File: src/rtl/acc_hazard_tracker_pkg.sv
// rtl/acc_hazard_tracker_pkg.sv - opcode encodings, bypass select codes and decode class type
package acc_hazard_tracker_pkg;

    localparam int ACC_DATA_W = 8;

    localparam logic [5:0] OP_NOP   = 6'd0;
    localparam logic [5:0] OP_LDA   = 6'd1;
    localparam logic [5:0] OP_LDB   = 6'd2;
    localparam logic [5:0] OP_LDCA  = 6'd3;
    localparam logic [5:0] OP_LDCB  = 6'd4;
    localparam logic [5:0] OP_STA   = 6'd5;
    localparam logic [5:0] OP_STB   = 6'd6;
    localparam logic [5:0] OP_ADDA  = 6'd8;
    localparam logic [5:0] OP_ADDB  = 6'd9;
    localparam logic [5:0] OP_ADDCA = 6'd10;
    localparam logic [5:0] OP_ADDCB = 6'd11;
    localparam logic [5:0] OP_ANDA  = 6'd12;
    localparam logic [5:0] OP_ANDB  = 6'd13;
    localparam logic [5:0] OP_ANDCA = 6'd14;
    localparam logic [5:0] OP_ANDCB = 6'd15;
    localparam logic [5:0] OP_ORA   = 6'd16;
    localparam logic [5:0] OP_ORB   = 6'd17;
    localparam logic [5:0] OP_ORCA  = 6'd18;
    localparam logic [5:0] OP_ORCB  = 6'd19;
    localparam logic [5:0] OP_SUBA  = 6'd20;
    localparam logic [5:0] OP_SUBB  = 6'd21;
    localparam logic [5:0] OP_SUBCA = 6'd22;
    localparam logic [5:0] OP_SUBCB = 6'd23;
    localparam logic [5:0] OP_ASLA  = 6'd24;
    localparam logic [5:0] OP_ASLB  = 6'd25;
    localparam logic [5:0] OP_ASRA  = 6'd26;
    localparam logic [5:0] OP_ASRB  = 6'd27;
    localparam logic [5:0] OP_BRA   = 6'd32;
    localparam logic [5:0] OP_BEQ   = 6'd33;

    typedef enum logic [1:0] {
        FWD_SEL_RF    = 2'd0,
        FWD_SEL_EXMEM = 2'd1,
        FWD_SEL_MEMWB = 2'd2
    } fwd_sel_e;

    typedef struct packed {
        logic rd_a;
        logic rd_b;
        logic wr_a;
        logic wr_b;
        logic is_load;
    } acc_class_t;

endpackage

File: src/rtl/acc_hazard_tracker_if.sv
// rtl/acc_hazard_tracker_if.sv - decode/result/bypass bundle between the pipeline and the hazard tracker
interface acc_hazard_tracker_if
    import acc_hazard_tracker_pkg::*;
#(
    parameter int DATA_W = ACC_DATA_W
);
    logic              id_valid;
    logic [5:0]        id_opcode;
    logic              id_ready;
    logic              flush;
    logic [DATA_W-1:0] ex_result;
    logic [DATA_W-1:0] mem_result;
    logic [1:0]        fwd_a_sel;
    logic [1:0]        fwd_b_sel;
    logic [DATA_W-1:0] fwd_a_data;
    logic [DATA_W-1:0] fwd_b_data;
    logic              stall;

    modport master (
        output id_valid, id_opcode, flush, ex_result, mem_result,
        input  id_ready, fwd_a_sel, fwd_b_sel, fwd_a_data, fwd_b_data, stall
    );

    modport slave (
        input  id_valid, id_opcode, flush, ex_result, mem_result,
        output id_ready, fwd_a_sel, fwd_b_sel, fwd_a_data, fwd_b_data, stall
    );
endinterface

File: src/rtl/acc_hazard_tracker_decode.sv
// rtl/acc_hazard_tracker_decode.sv - acc_dest_decode: opcode to accumulator read/write/load class bits
module acc_dest_decode
    import acc_hazard_tracker_pkg::*;
(
    input  logic [5:0] i_opcode,
    output acc_class_t o_cls
);
    always_comb begin
        o_cls = '0;
        case (i_opcode)
            OP_LDA:  begin o_cls.wr_a = 1'b1; o_cls.is_load = 1'b1; end
            OP_LDB:  begin o_cls.wr_b = 1'b1; o_cls.is_load = 1'b1; end
            OP_LDCA: o_cls.wr_a = 1'b1;
            OP_LDCB: o_cls.wr_b = 1'b1;
            OP_STA:  o_cls.rd_a = 1'b1;
            OP_STB:  o_cls.rd_b = 1'b1;
            OP_ADDA, OP_ADDCA, OP_ANDA, OP_ANDCA, OP_ORA,
            OP_ORCA, OP_SUBA, OP_SUBCA, OP_ASLA, OP_ASRA:
                begin o_cls.rd_a = 1'b1; o_cls.wr_a = 1'b1; end
            OP_ADDB, OP_ADDCB, OP_ANDB, OP_ANDCB, OP_ORB,
            OP_ORCB, OP_SUBB, OP_SUBCB, OP_ASLB, OP_ASRB:
                begin o_cls.rd_b = 1'b1; o_cls.wr_b = 1'b1; end
            default: o_cls = '0;
        endcase
    end
endmodule

File: src/rtl/acc_hazard_tracker.sv
// rtl/acc_hazard_tracker.sv - accumulator bypass source tracking and load-use stall; FWD_WB_PATH_EN enables MEM/WB bypass
module acc_hazard_tracker
    import acc_hazard_tracker_pkg::*;
(
    input  logic                 clk,
    input  logic                 rst,
    acc_hazard_tracker_if.slave  bus
);
    acc_class_t w_id_cls;

    acc_dest_decode u_id_decode (
        .i_opcode (bus.id_opcode),
        .o_cls    (w_id_cls)
    );

    logic                  r_ex_valid, r_ex_wr_a, r_ex_wr_b, r_ex_load;
    logic                  r_mem_valid, r_mem_wr_a, r_mem_wr_b, r_mem_load;
    logic [ACC_DATA_W-1:0] r_mem_data;
    logic                  w_haz_a, w_haz_b, w_stall, w_ex_load_en;
    logic                  w_mem_fwd_a, w_mem_fwd_b;

    assign w_mem_fwd_a = r_mem_valid & r_mem_wr_a & ~r_mem_load;
    assign w_mem_fwd_b = r_mem_valid & r_mem_wr_b & ~r_mem_load;

`ifdef FWD_WB_PATH_EN
    assign w_haz_a = r_ex_valid & r_ex_load & r_ex_wr_a;
    assign w_haz_b = r_ex_valid & r_ex_load & r_ex_wr_b;
`else
    // Anything that would sit in WB when the consumer reaches EX cannot be bypassed, so wait it out.
    assign w_haz_a = (r_ex_valid & r_ex_load & r_ex_wr_a)
                   | (r_mem_valid & r_mem_wr_a & ~(r_ex_valid & r_ex_wr_a));
    assign w_haz_b = (r_ex_valid & r_ex_load & r_ex_wr_b)
                   | (r_mem_valid & r_mem_wr_b & ~(r_ex_valid & r_ex_wr_b));
    logic w_unused_mem_result;
    assign w_unused_mem_result = ^bus.mem_result;
`endif

    assign w_stall = bus.id_valid & ~bus.flush
                   & ((w_id_cls.rd_a & w_haz_a) | (w_id_cls.rd_b & w_haz_b));
    assign w_ex_load_en = bus.id_valid & ~w_stall & ~bus.flush;

    assign bus.stall    = w_stall;
    assign bus.id_ready = ~w_stall;

    always_ff @(posedge clk) begin
        if (rst) begin
            r_ex_valid  <= 1'b0;
            r_ex_wr_a   <= 1'b0;
            r_ex_wr_b   <= 1'b0;
            r_ex_load   <= 1'b0;
            r_mem_valid <= 1'b0;
            r_mem_wr_a  <= 1'b0;
            r_mem_wr_b  <= 1'b0;
            r_mem_load  <= 1'b0;
            r_mem_data  <= '0;
        end else begin
            r_ex_valid  <= w_ex_load_en;
            r_ex_wr_a   <= w_ex_load_en & w_id_cls.wr_a;
            r_ex_wr_b   <= w_ex_load_en & w_id_cls.wr_b;
            r_ex_load   <= w_ex_load_en & w_id_cls.is_load;
            r_mem_valid <= r_ex_valid;
            r_mem_wr_a  <= r_ex_wr_a;
            r_mem_wr_b  <= r_ex_wr_b;
            r_mem_load  <= r_ex_load;
            r_mem_data  <= bus.ex_result;
        end
    end

`ifdef FWD_WB_PATH_EN
    logic                  r_wb_wr_a, r_wb_wr_b;
    logic [ACC_DATA_W-1:0] r_wb_data;

    always_ff @(posedge clk) begin
        if (rst) begin
            r_wb_wr_a <= 1'b0;
            r_wb_wr_b <= 1'b0;
            r_wb_data <= '0;
        end else begin
            r_wb_wr_a <= r_mem_valid & r_mem_wr_a;
            r_wb_wr_b <= r_mem_valid & r_mem_wr_b;
            if (r_mem_valid) begin
                r_wb_data <= bus.mem_result;
            end
        end
    end
`endif

    // MEM is checked first so the newest producer of an accumulator wins.
    always_comb begin
        bus.fwd_a_sel  = FWD_SEL_RF;
        bus.fwd_a_data = '0;
        bus.fwd_b_sel  = FWD_SEL_RF;
        bus.fwd_b_data = '0;
        if (w_mem_fwd_a) begin
            bus.fwd_a_sel  = FWD_SEL_EXMEM;
            bus.fwd_a_data = r_mem_data;
        end
`ifdef FWD_WB_PATH_EN
        else if (r_wb_wr_a) begin
            bus.fwd_a_sel  = FWD_SEL_MEMWB;
            bus.fwd_a_data = r_wb_data;
        end
`endif
        if (w_mem_fwd_b) begin
            bus.fwd_b_sel  = FWD_SEL_EXMEM;
            bus.fwd_b_data = r_mem_data;
        end
`ifdef FWD_WB_PATH_EN
        else if (r_wb_wr_b) begin
            bus.fwd_b_sel  = FWD_SEL_MEMWB;
            bus.fwd_b_data = r_wb_data;
        end
`endif
    end
endmodule
File: src/flat_wrapper.sv
// flat-port wrapper written by rule: the top's interface ports become plain ports
module acc_hazard_tracker_flat import acc_hazard_tracker_pkg::*;
  (clk, rst, bus_id_valid, bus_id_opcode, bus_flush, bus_ex_result, bus_mem_result, bus_id_ready, bus_fwd_a_sel, bus_fwd_b_sel, bus_fwd_a_data, bus_fwd_b_data, bus_stall);
  acc_hazard_tracker_if bus_i ();
  input  logic clk;
  input  logic rst;
  input wire logic [$bits(bus_i.id_valid)-1:0] bus_id_valid;
  input wire logic [$bits(bus_i.id_opcode)-1:0] bus_id_opcode;
  input wire logic [$bits(bus_i.flush)-1:0] bus_flush;
  input wire logic [$bits(bus_i.ex_result)-1:0] bus_ex_result;
  input wire logic [$bits(bus_i.mem_result)-1:0] bus_mem_result;
  output wire logic [$bits(bus_i.id_ready)-1:0] bus_id_ready;
  output wire logic [$bits(bus_i.fwd_a_sel)-1:0] bus_fwd_a_sel;
  output wire logic [$bits(bus_i.fwd_b_sel)-1:0] bus_fwd_b_sel;
  output wire logic [$bits(bus_i.fwd_a_data)-1:0] bus_fwd_a_data;
  output wire logic [$bits(bus_i.fwd_b_data)-1:0] bus_fwd_b_data;
  output wire logic [$bits(bus_i.stall)-1:0] bus_stall;
  assign bus_i.id_valid = bus_id_valid;
  assign bus_i.id_opcode = bus_id_opcode;
  assign bus_i.flush = bus_flush;
  assign bus_i.ex_result = bus_ex_result;
  assign bus_i.mem_result = bus_mem_result;
  assign bus_id_ready = bus_i.id_ready;
  assign bus_fwd_a_sel = bus_i.fwd_a_sel;
  assign bus_fwd_b_sel = bus_i.fwd_b_sel;
  assign bus_fwd_a_data = bus_i.fwd_a_data;
  assign bus_fwd_b_data = bus_i.fwd_b_data;
  assign bus_stall = bus_i.stall;
  acc_hazard_tracker u_core (.clk(clk), .rst(rst), .bus(bus_i));
endmodule
File: config.mk
export PLATFORM = sky130hd
export DESIGN_NAME = acc_hazard_tracker_flat
export DESIGN_NICKNAME = d
export VERILOG_FILES = /design/src/rtl/acc_hazard_tracker_pkg.sv /design/src/rtl/acc_hazard_tracker_if.sv /design/src/rtl/acc_hazard_tracker_decode.sv /design/src/rtl/acc_hazard_tracker.sv /design/src/flat_wrapper.sv
export SDC_FILE = /design/constraint.sdc
export NUM_CORES = 1
export LEC_CHECK = 0
export CAP_MARGIN = 20
export CORE_MARGIN = 2
export CORE_UTILIZATION = 38
export CTS_BUF_LIST = sky130_fd_sc_hd__clkbuf_16
export DETAILED_ROUTE_END_ITERATION = 10
export PLACE_DENSITY = 0.82
export SYNTH_ARGS = -nofsm -noshare
export SYNTH_HDL_FRONTEND = slang
export SYNTH_SLANG_ARGS = --single-unit
File: constraint.sdc
create_clock -name clk -period 4.9 [get_ports clk]
set_input_delay 1.47 -clock clk [delete_from_list [all_inputs] [get_ports clk]]
set_output_delay 1.47 -clock clk [all_outputs]
set_load 0.02 [all_outputs]
# Word-level counts from Yosys, hierarchy flattened

Index checks and enable logic that the tools add are counted.

Add/sub/neg operators: 0
Multiply operators: 0
Divide/modulo/power cells: 0
Magnitude comparators: 0
Equal/unequal tests: 26
Shifts and indexed selects: 0
Muxes and demuxes: 9
Bitwise operators: 28
Reductions and logical operators: 5

Operators with widths:

| cell               | count |
|---|---|
| $eq 6x5->1 const B | 12 |
| $eq 6x4->1 const B | 8 |
| $reduce_or 12->1   | 2 |
| $reduce_or 11->1   | 2 |
| $and 1x1->1        | 20 |
| $eq 6x3->1 const B | 3 |
| $mux 8             | 2 |
| $eq 6x2->1 const B | 2 |
| $mux 1             | 7 |
| $eq 6x1->1 const B | 1 |
| $not 1->1          | 5 |
| $or 1x1->1         | 3 |
| $reduce_or 2->1    | 1 |

Bits in registers: 16
Bits in latches: 0
Bits in writable memories: 0
Bits in read-only memories: 0
Output and inout port bits: 22
Logic and storage cells: 77
Memories kept: 0

# Depth between registers and ports, before layout

Depth in word-level cells: 11
Gate-level depth with buffers: 4

# Hierarchy

A second synthesis with hierarchy kept.

Cells, all modules: 90
Area, all modules: 829.5 um2

Modules (own cells, without submodules):

| module             | times used | cells an instance | area an instance (um2) |
|---|---|---|---|
| acc_hazard_tracker | 1          | 68                | 666.9 |
| acc_dest_decode    | 1          | 22                | 162.7 |

# Least setup slack after synthesis

No wires, ideal clock.

Path kind: in2out
From: input port bus_id_opcode[0]
To: output port bus_stall
Arrival: 2470 ps
Setup slack: 960 ps
Cell stages on the path: 4
Buffers on the path: 1
Cell sequence: buf_2 -> nand4b_1 -> a221oi_2 -> o21ba_1

Longest elaborated chain between the ends: 6

RTL lines:

| element                            | RTL line                        | RTL |
|---|---|---|
| start, declared                    | flat_wrapper.sv:8               | `input wire logic [$bits(bus_i.id_opcode)-1:0] bus_id_opcode;` |
| $eq 6x4->1 (tied with other cells) | acc_hazard_tracker_decode.sv:10 | `case (i_opcode)` |
| $reduce_or 11->1 (no source line)  | --                              |  |
| $mux 1                             | acc_hazard_tracker_decode.sv:10 |  |
| $and 1x1->1                        | acc_hazard_tracker.sv:39        | `& ((w_id_cls.rd_a & w_haz_a) \| (w_id_cls.rd_b & w_haz_b));` |
| $or 1x1->1 *                       | acc_hazard_tracker.sv:39        |  |
| $and 1x1->1 *                      | acc_hazard_tracker.sv:39        |  |
| end, declared                      | flat_wrapper.sv:17              | `output wire logic [$bits(bus_i.stall)-1:0] bus_stall;` |

Every way passes the cells marked *; elsewhere a longest branch is shown, timed or not.

# Worst setup path in the final report

From: input port bus_id_opcode[3]
To: output port bus_stall

Same word-level chain as after synthesis.

==> run metrics <==
ant diodes 0; LEAKAGE 0.000506 µW; crit-path max cell delay 0.58 ns; core footprint about 0.0019 mm²; crit path launch type input pin; CP Capture Type output pin; min-delay src u_core.r_ex_load$_SDFF_PP0_; Synth Warn # 0; DR pass1 iterations 4; Final Slew Violations 0; GRT Total Usage 14.8%; Hold Path End u_core.r_mem_load$_SDFF_PP0_; most frequent cells in the layout 35 x clkdlybuf4s50_1, 16 x and2_1, 16 x dfxtp_1, 13 x nor2b_1, 7 x buf_4; status complete, no violations; Int Pwr 264 µW; sequential power share a little over two fifths; insertion delay to the later sink of the worst-skew pair 0.24 ns; largest net degree at the start of global routing 15; post-route minimum period 4.78 ns; r2r worst-path depth 6; CTS Root Cell clkbuf_16; multiplexer area fraction after synthesis ~1.3%; final setup violating endpoints 0; commonest non-fill, non-tap cell in the layout clkdlybuf4s50_1; IO buf count 37; FF+latch count, synth 16; Critical Path Source bus_id_opcode[3]; syn_area_per_cell 9.33 µm²; CP cell instances clkdlybuf4s50_1, a21boi_2, o21ai_1, a221oi_2, buf_4, o21ba_1, dlygate4sd2_1; Routed WL 1620 µm; number of max-cap violations 0; Ports 48; Placed Area between 0.001 and 0.0015 mm²; peak supply drop between 0.1 and 0.15 mV; multi-input logic area about 420 µm²; Reg area roughly 320 µm²; slowest CP cell clkdlybuf4s50_1; Post-route DRC 0; Initial Utilization roughly two fifths; RSZ-0062 raised after global routing false; R2R setup slack 3.58 ns; post-synthesis sequential area ratio 41.4%; Clk pwr share 47.5%; Via density 4.77; DRT iter0 DRCs 4; Synth Area in Compound Gates 13.9%; crit-path max FO 5; CTS Buf Count 3; clk slew on worst S/H paths ~0.05 ns; Gate Count Post-Synth 83; period utilisation layout 97.6%; NumNets Final 153; global route total overflow 0; Fmax between 200 and 250 MHz; clock sinks 16; library cells used by synthesis 26; WS Path Type input pin to output pin; H-tree depth 1; Die ar. 0.00242 mm²; Mapped Area 774 µm²; Fillers 168; XOR/XNOR Fraction of Synth Area under 10%; first-pass GRT wire length ~2700 µm; share of cells above drive strength 1 11.9%; net load switching power 62.4 µW; depth of the worst hold-timing path 1; Largest delay share family, worst path buffers and inverters; largest family of logic cells by synthesized area simple AND/OR/NAND/NOR gates; worst hold path type flip-flop to flip-flop; post-route worst setup slack 0.118 ns; CTS tree built; Comb power frac 10.5%; crit path buf inv count 3; antenna violations before repair 0; RR Startpoint u_core.r_mem_valid$_SDFF_PP0_; Core Rows 16; CP arrival 3.31 ns; Die X 49.1 µm; Layout area overhead 65.1%; Synth Area in Simple Gates roughly a third; reg2reg end u_core.r_ex_valid$_SDFF_PP0_; Final Hold Fails 0; Routed WL per cell 10.6 µm; final instance area 0.00128 mm²; Worst Skew 0.00252 ns; clock tree buffer depth 2; Critical Path RT 3.43 ns; Die Y 49.1 µm; sw frac about a fifth; pwr dens 255 mW/mm²; vias in the first global route around 670; Via Count 730; dpl ws -0.117 ns; remaining antenna violation count 0; Placer Congestion approximately 0.70; adder-cell share of the synthesized area 0%
[worst reg2reg max path, delay by kind of cell, from the launching register on]
family | cells | cell delay (ns)
DFF | 1 | 0.32
and+or+nand+nor | 2 | 0.11
AOI/OAI and AO/OA | 2 | 0.48
buffers and inverters | 2 | 0.27
[state kept, by name, summed over array words and instances, names as in the netlist]
name / flops
u_core.r_ex_load: 1
u_core.r_mem_load: 1
u_core.r_mem_valid: 1
u_core.r_mem_wr_a: 1
u_core.r_ex_wr_a: 1
u_core.r_ex_valid: 1
u_core.r_ex_wr_b: 1
u_core.r_mem_wr_b: 1
u_core.r_mem_data: 8
[area by class of cell]
cell class / instances / area share (%)
Clock inverter: 1 / 0.294
Timing Repair Buffer: 44 / 33.2
Clock buffer: 3 / 5.87
Sequential cell: 16 / 25.0
Multi-Input combinational cell: 62 / 33.0
Tap cell: 27 / 2.64
[synthesized netlist by cell type]
| cell type | n | area (µm²) |
|---|---|---|
| nor3_1 | 1 | 5.00 |
| nor2b_1 | 13 | 81.3 |
| a21o_1 | 2 | 15.0 |
| a21boi_2 | 1 | 11.3 |
| nor2_1 | 3 | 11.3 |
| buf_2 | 1 | 5.00 |
| nand2b_1 | 1 | 6.26 |
| nand4b_1 | 2 | 17.5 |
| or3_1 | 1 | 6.26 |
| mux2i_1 | 1 | 10.0 |
| buf_4 | 4 | 30.0 |
| conb_1 | 1 | 3.75 |
| o21bai_1 | 2 | 15.0 |
| nor4_1 | 3 | 18.8 |
| a221oi_2 | 2 | 30.0 |
| o21ai_1 | 1 | 5.00 |
| xor2_1 | 1 | 8.76 |
| clkbuf_1 | 1 | 3.75 |
| o22a_1 | 1 | 8.76 |
| nand2_1 | 3 | 11.3 |
| o41a_2 | 1 | 12.5 |
| nand3_1 | 2 | 10.0 |
| and2_1 | 16 | 100 |
| o21ba_1 | 1 | 10.0 |
| xnor2_1 | 2 | 17.5 |
| dfxtp_1 | 16 | 320 |
[what timing repair did]
action / 4_1_cts / 5_1_grt
buffers inserted: 1 / 1
pin swaps: 1 / 1
hold buffers: 0 / 0
gates resized for setup: 2 / 1
endpoints found under the setup margin: 2 / 1
endpoints found under the hold margin: 0 / 0
[metrics by stage]
stage	std cells	hold WS [ns]	util, %	power (µW)	setup TNS [ns]
4_1_cts	152	0.475	65.3	328	0
3_5_place_dp	147	0.467	60.8	173	-0.123
5_1_grt	153	0.484	65.9	337	0
6_report	153	0.474	65.9	326	0
3_3_place_gp	147	0.469	60.8	172	-0.0338
2_1_floorplan	84	0.457	-	154	0
[power groups by stage]
| stage | clock network [µW] | registers, µW | logic [µW] |
|---|---|---|---|
| 6_report | 155 | 137 | 34.3 |
| 2_1_floorplan | 0 | 139 | 15.6 |
| 3_5_place_dp | 0 | 139 | 34.1 |
| 5_1_grt | 163 | 137 | 37.6 |
| 3_3_place_gp | 0 | 139 | 33.0 |
| 4_1_cts | 156 | 137 | 34.5 |
[routing by layer]
| layer | share of wire [%] | wire length, µm | GRT usage, % | up-vias |
|---|---|---|---|---|
| met5 | 0 | 0 | 0 | - |
| met4 | 1.8 | 29 | 7.14 | 0 |
| met3 | 9.2 | 149 | 3.99 | 4 |
| met2 | 49 | 797 | 27.0 | 38 |
| met1 | 40 | 645 | 15.4 | 324 |
| li1 | - | - | - | 364 |
[worst max-delay path by stage]
stage / endpoint / slack (ns) / cells after the start
2_1_floorplan: bus_stall / 0.96 / 4
3_3_place_gp: bus_stall / -0.03 / 6
3_5_place_dp: bus_stall / -0.12 / 6
4_1_cts: bus_id_ready / 0.06 / 6
5_1_grt: bus_stall / 0.01 / 7
6_report: bus_stall / 0.12 / 7
[cells by family (layout without fill, tap and decap cells)]
logic type	after synthesis	after routing
compound gates	11	11
xor+xnor	3	3
buf+inv	6	48
flops	16	16
mux	1	1
other cells	1	2
simple gates	45	45
Note: power is estimated with default switching activity, not from simulation.
